--- src/rtl/stall_scheduler.sv ---
// ============================================================================
// Module      : stall_scheduler
// Description : Pipeline stall/flush controller covering hazard stalls,
//               multi-cycle memory waits and taken-redirect IF/ID flushes,
//               plus stall/redirect statistics and a sticky timeout flag.
// Revision    : 1.0 - initial release
// ============================================================================
`default_nettype none

module stall_scheduler #(
    parameter int MAX_STALL    = 2,
    parameter int FLUSH_CYCLES = 1
) (
    input  logic        Clk,
    input  logic        Reset,
    input  logic        HazardStall,
    input  logic        BranchTaken,
    input  logic        JumpTaken,
    input  logic        MemBusy,
    output logic        PCWrite,
    output logic        DecodeRegWrite,
    output logic        MuxControl,
    output logic        FlushFetch,
    output logic        PipeHold,
    output logic [15:0] StallCycles,
    output logic [15:0] RedirectCount,
    output logic        StallTimeout
);

    localparam logic [1:0] c_RUN     = 2'd0;
    localparam logic [1:0] c_STALL   = 2'd1;
    localparam logic [1:0] c_MEMWAIT = 2'd2;
    localparam logic [1:0] c_FLUSH   = 2'd3;

    localparam logic [1:0] c_flushLoad = 2'(FLUSH_CYCLES - 1);

    logic [1:0]  r_state;
    logic [1:0]  r_flushCnt;
    logic [2:0]  r_hazCnt;
    logic [15:0] r_stallCycles;
    logic [15:0] r_redirectCount;
    logic        r_stallTimeout;

    logic        w_flushActive;
    logic        w_accept;
    logic [3:0]  w_hazInc;

    // A flush interrupted by a hazard or memory wait leaves its remaining
    // count behind, so a nonzero count resumes the flush from any state.
    assign w_flushActive = (r_state == c_FLUSH) || (r_flushCnt != 2'd0);
    assign w_hazInc      = {1'b0, r_hazCnt} + 4'd1;

    always_comb begin
        PCWrite        = 1'b0;
        DecodeRegWrite = 1'b0;
        MuxControl     = 1'b0;
        FlushFetch     = 1'b0;
        PipeHold       = 1'b0;
        w_accept       = 1'b0;
        if (Reset) begin
            PCWrite = 1'b0;
        end else if (MemBusy) begin
            MuxControl = 1'b1;
            PipeHold   = 1'b1;
        end else if (HazardStall) begin
            MuxControl = 1'b0;
        end else begin
            PCWrite        = 1'b1;
            DecodeRegWrite = 1'b1;
            MuxControl     = 1'b1;
            if (w_flushActive) begin
                FlushFetch = 1'b1;
            end else if (BranchTaken || JumpTaken) begin
                FlushFetch = 1'b1;
                w_accept   = 1'b1;
            end
        end
    end

    always_ff @(posedge Clk) begin
        if (Reset) begin
            r_state         <= c_RUN;
            r_flushCnt      <= 2'd0;
            r_hazCnt        <= 3'd0;
            r_stallCycles   <= 16'd0;
            r_redirectCount <= 16'd0;
            r_stallTimeout  <= 1'b0;
        end else begin
            if (!PCWrite && (r_stallCycles != 16'hFFFF)) begin
                r_stallCycles <= r_stallCycles + 16'd1;
            end
            if (MemBusy) begin
                r_state <= c_MEMWAIT;
            end else if (HazardStall) begin
                r_state  <= c_STALL;
                r_hazCnt <= (r_hazCnt == 3'd7) ? 3'd7 : w_hazInc[2:0];
                if (32'(w_hazInc) > MAX_STALL) begin
                    r_stallTimeout <= 1'b1;
                end
            end else begin
                r_hazCnt <= 3'd0;
                if (w_flushActive) begin
                    r_flushCnt <= r_flushCnt - 2'd1;
                    r_state    <= (r_flushCnt > 2'd1) ? c_FLUSH : c_RUN;
                end else if (w_accept) begin
                    if (r_redirectCount != 16'hFFFF) begin
                        r_redirectCount <= r_redirectCount + 16'd1;
                    end
                    r_flushCnt <= c_flushLoad;
                    r_state    <= (FLUSH_CYCLES > 1) ? c_FLUSH : c_RUN;
                end else begin
                    r_state <= c_RUN;
                end
            end
        end
    end

    assign StallCycles   = r_stallCycles;
    assign RedirectCount = r_redirectCount;
    assign StallTimeout  = r_stallTimeout;

endmodule

`default_nettype wire

--- config.mk ---
export PLATFORM = sky130hd
export DESIGN_NAME = stall_scheduler
export DESIGN_NICKNAME = d
export VERILOG_FILES = /design/src/rtl/stall_scheduler.sv
export SDC_FILE = /design/constraint.sdc
export NUM_CORES = 1
export LEC_CHECK = 0
export ABC_AREA = 1
export CORE_AREA = 2 2 71 73
export DETAILED_ROUTE_END_ITERATION = 12
export DIE_AREA = 0 0 73 75
export PLACE_DENSITY = 0.88
export SKIP_LAST_GASP = 1
export SYNTH_ARGS = -nofsm -noshare
export SYNTH_HDL_FRONTEND = slang
export SYNTH_SLANG_ARGS = --single-unit
--- constraint.sdc ---
create_clock -name Clk -period 2.1 [get_ports Clk]
set_input_delay 0.525 -clock Clk [delete_from_list [all_inputs] [get_ports Clk]]
set_output_delay 0.525 -clock Clk [all_outputs]
set_load 0.005 [all_outputs]
After elaboration in Yosys (flattened, before gate mapping)
Cells that the tools add are included.
- flip-flop bits (word level): 40
- bits in latches: 0
- RAM bits: 0
- ROM bits: 0
- input bits: 6
- output and inout port bits: 38
- logic and storage cells: 54
- memories kept: 0
- $add $sub $neg: 4
- multipliers: 0
- divide/modulo/power cells: 0
- magnitude comparators: 2
- eq/ne operators: 4
- shift operators: 0
- muxes and demuxes: 24
- bitwise gates (word level): 3
- reduce and logical (&&, ||, !) cells: 10
- operators with widths (operator ; number):
    $add A16 B1 Y16 const B ; 2
    $ne A16 B16 Y1 const B ; 2
    $mux W1 ; 16
    $mux W2 ; 6
    $mux W3 ; 2
    $reduce_and A3 Y1 ; 2
    $reduce_and A5 Y1 ; 1
    $add A3 B1 Y4 const B ; 1
    $gt A4 B2 Y1 const B ; 1
    $reduce_bool A2 Y1 ; 2
    $eq A3 B3 Y1 const B ; 1
    $not A1 Y1 ; 3
    $eq A2 B2 Y1 const B ; 1
    $gt A2 B1 Y1 const B ; 1
    $logic_or A1 B1 Y1 ; 2
    $reduce_or A2 Y1 ; 1
    $sub A2 B1 Y2 const B ; 1
    $logic_and A1 B1 Y1 ; 1
    $logic_not A1 Y1 ; 1

Longest topological paths before layout
- depth after elaboration: 8
- depth in mapped cells: 10

Worst setup path after synthesis
OpenSTA, ideal clock, no wires.
- kind: in2out
- from: input port MemBusy
- to: output port FlushFetch
- arrival time: 1174 ps
- required time: 1575 ps
- setup slack: 401 ps
- cell stages on the path: 5
- buffers on the path: 0
- path through: nor3_4 > nand2_1 > nand2_1 > inv_1 > nor2_1
- longest elaborated chain between the ends: 2
- RTL lines (element ; RTL line ; source):
    start: declaration ; 19 ; input logic MemBusy,
    $mux W1 ; 62 ; end else if (MemBusy) begin
    $mux W1 ; 60 ; if (Reset) begin
    end: declaration ; 23 ; output logic FlushFetch,
No other way between the ends.

Worst setup path after layout
- from: input port JumpTaken
- to: output port FlushFetch
- longest elaborated chain between the ends: 6
- RTL lines (element ; RTL line ; source):
    start: declaration ; 18 ; input logic JumpTaken,
    $logic_or A1 B1 Y1 ; 73 ; end else if (BranchTaken || JumpTaken) begin
    $mux W1 ; 73 ;
    $mux W1 ; 71 ; if (w_flushActive) begin
    $mux W1 ; 65 ; end else if (HazardStall) begin
    $mux W1 ; 62 ;
    $mux W1 ; 60 ;
No other way between the ends.

==> results.sh <==
export IMPL_utilization=0.658
export IMPL_worst_pin_slew_ns=0.547
export IMPL_postRouteAntennaNets=0
export IMPL_path_cells="clkdlybuf4s50_1 > or2_4 > nand2_2 > nand2_2 > inv_2 > nor2_1 > clkbuf_2"
export IMPL_yosys_area_share_simple=0.360
export IMPL_antenna_found_initial=0
export IMPL_setup_viol=0
export IMPL_final_cell_area_sq_mm=0.00307
export IMPL_cp_common_cell="nand2_2"
export IMPL_fin_skew_ns=0.00485
export IMPL_status="complete, no violations"
export IMPL_post_place_ws_ns=-0.507
export IMPL_synth_xor_area_frac=0.0483
export IMPL_syn_nets=361
export IMPL_drive_above_1_share=0.171
export IMPL_whs_ns=0.464
export IMPL_num_vias=2410
export IMPL_ir_drop_uv=342
export IMPL_cts_path_max_buffers=2
export IMPL_drtIter0Drc=142
export IMPL_dieArea_sq_mm=0.00548
export IMPL_cts_inserted_buffers=5
export IMPL_fp_dieW_um=73
export IMPL_hold_end="r_flushCnt[0]"
export IMPL_fin_crit_sh=0.988
export IMPL_pin_count=44
export IMPL_grt_overflow=0
export IMPL_ys_seq_area_frac=0.340
export IMPL_synth_top_family_by_area="simple AND/OR/NAND/NOR gates"
export IMPL_syn_to_final_growth_pct=30.0
export IMPL_cts_tree="built"
export IMPL_power_density_mw_per_mm2=473
export IMPL_dp_hpwl_um=4130
export IMPL_synth_fa_ha_area_frac=0.0318
export IMPL_crit_fanout=3
export IMPL_fin_ws_ns=0.0252
export IMPL_antenna_cells=0
export IMPL_rsz0062_at_grt="yes"
export IMPL_synth_seq_cells=40
export IMPL_remaining_drc_errors=0
export IMPL_ys_warn_count=0
export IMPL_start_util=0.506
export IMPL_hold_viol=0
export IMPL_synth_area_mux_share=0
export IMPL_grt_pass1_vias=2278
export IMPL_hold_class="flip-flop to flip-flop"
export IMPL_cts_sinks=40
export IMPL_yosysTopAreaCellShare=0.340
export IMPL_cp_slowest_cell="clkdlybuf4s50_1"
export IMPL_reg2regPathDepth=7
export IMPL_wire_per_inst_um=12.1
export IMPL_r2r_start="RedirectCount[1]"
export IMPL_synth_top_area_cell="dfxtp_1"
export IMPL_rows=25
export IMPL_grt_pass1_wl_um=9880
export IMPL_worst_r2r_endpoint="RedirectCount[5]"
export IMPL_synth_area_leaders="dfxtp_1 (34%), nand2_1 (17%), nor2_1 (7.3%)"
export IMPL_critical_path_class="primary input to output port"
export IMPL_fmax_mhz=482
export IMPL_drt_total_wl_um=5700
export IMPL_relSlewSlack=0.634
export IMPL_regToRegSetupSlack_ns=0.36
export IMPL_drv_cap=0
export IMPL_io_buffers=43
export IMPL_fin_nets=426
export IMPL_min_from="r_flushCnt[0]"
export IMPL_grt_max_degree=17
export IMPL_clkLatencyLatePin_ns=0.29
export IMPL_min_path_cells=2
export IMPL_gr_usage_all_layers=0.229
export IMPL_syn_inst=349
export IMPL_crit_path_end_kind="output port"
export IMPL_slew_viol_final=0
export IMPL_syn_avg_cell_area_sq_um=6.76
export IMPL_ys_types=32
export IMPL_power_mw=1.45
export IMPL_synthesis_area_sq_mm=0.00236
export IMPL_placed_cell_area_sq_mm=0.00292
export IMPL_cts_root_buf="clkbuf_8"
export IMPL_max_stage_delay_ns=0.40
export IMPL_globalplace_congestion=0.812
export IMPL_final_min_clock_period_ns=2.07
export IMPL_die_y_um=75
export IMPL_arrival_ns=1.55
export IMPL_synth_compound_area_frac=0.132
export IMPL_htree_levels=2
export IMPL_detail_route_vias_per_cell=5.14
export IMPL_critPathLaunchType="primary input"
export IMPL_core_area_sq_mm=0.00466
export IMPL_dr_pass1_iters=4
export IMPL_hold_buffers=0
export IMPL_leakage_nw=1.20
export IMPL_clkTransAtPathRegs_ns=0.07
export IMPL_required_ns=1.57
==> repair_timing <==
item                       4_1_cts  5_1_grt
pin swaps                        1        1
buffers inserted                 2        4
gates resized for setup         13       10
setup endpoints to repair        5        4
hold endpoints to repair         0        0
==> through the flow <==
step	setup TNS, ns	cells
after detailed placement	-2.03	455
after global routing	-0.0259	469
after CTS	-0.319	465
after global placement	-1.85	455
after floorplan	0	349
final	0	469
==> placed cells by master, fill, tap and decap left out, drive strengths merged, types with 11 or more instances in the layout <==
cell type | synthesis | final
a21oi | 28 | 28
buf | 6 | 24
clkbuf | 3 | 11
clkdlybuf4s50 | 0 | 35
dfxtp | 40 | 40
inv | 36 | 36
nand2 | 114 | 114
nand3 | 17 | 17
nor2 | 54 | 54
o21ai | 12 | 12
==> synthesized netlist by cell type (all sizes together) <==
| library cell | instances |
|---|---|
| nand2 | 114 |
| nor2 | 54 |
| dfxtp | 40 |
| inv | 36 |
| a21oi | 28 |
| nand3 | 17 |
| o21ai | 12 |
| nand4 | 7 |
| xnor2 | 7 |
| buf | 6 |
| ha | 6 |
| xor2 | 6 |
| clkbuf | 3 |
| nor3 | 3 |
| o22ai | 3 |
| o21bai | 2 |
| a311oi | 1 |
| nand3b | 1 |
| o21a | 1 |
| o31ai | 1 |
| or2 | 1 |
==> critical path, delay by kind of cell <==
| kind | cells | cell delay, ns |
|---|---|---|
| buf+inv | 3 | 0.57 |
| simple gates | 4 | 0.45 |
==> layer usage <==
layer	global-route usage	up-vias	wire, um
met5	0	-	0
met1	0.268	1097	2440
met2	0.413	67	2870
met3	0.0522	13	289
li1	-	1233	-
met4	0.0782	0	99
==> flip-flops by register name, indices dropped and copies added (netlist names) <==
name,count
r_state,2
StallCycles,16
StallTimeout,1
r_hazCnt,3
RedirectCount,16
r_flushCnt,2
==> worst max-delay path by stage <==
| stage | start | endpoint | slack, ns | cells past startpoint |
|---|---|---|---|---|
| 3_5_place_dp | MemBusy | FlushFetch | -0.51 | 7 |
| 2_1_floorplan | MemBusy | FlushFetch | 0.40 | 5 |
| 5_1_grt | JumpTaken | FlushFetch | -0.03 | 7 |
| 6_report | JumpTaken | FlushFetch | 0.03 | 7 |
| 4_1_cts | JumpTaken | FlushFetch | -0.12 | 7 |
| 3_3_place_gp | MemBusy | FlushFetch | -0.52 | 7 |
==> final cells by class <==
type	count	area [sq um]
clock buffers	8	90.1
fillers	416	1600
inverters	36	135
multi-input cells	264	1360
flip-flops and latches	40	801
well taps	54	67.6
repair buffers	67	612
==> power breakdown <==
part           switching (mW)  leakage [nW]  internal [mW]  total, mW
logic                  0.0747         0.834         0.0705      0.145
registers              0.0108         0.324          0.770      0.781
clock network           0.257        0.0455          0.268      0.525
==> kinds of logic after synthesis <==
group / Yosys count
and+or+nand+nor: 197
AOI/OAI and AO/OA: 48
buffers and inverters: 45
DFF: 40
xor gates and xnor gates: 13
adders and majority gates: 6
(Power assumes the default switching activity.)
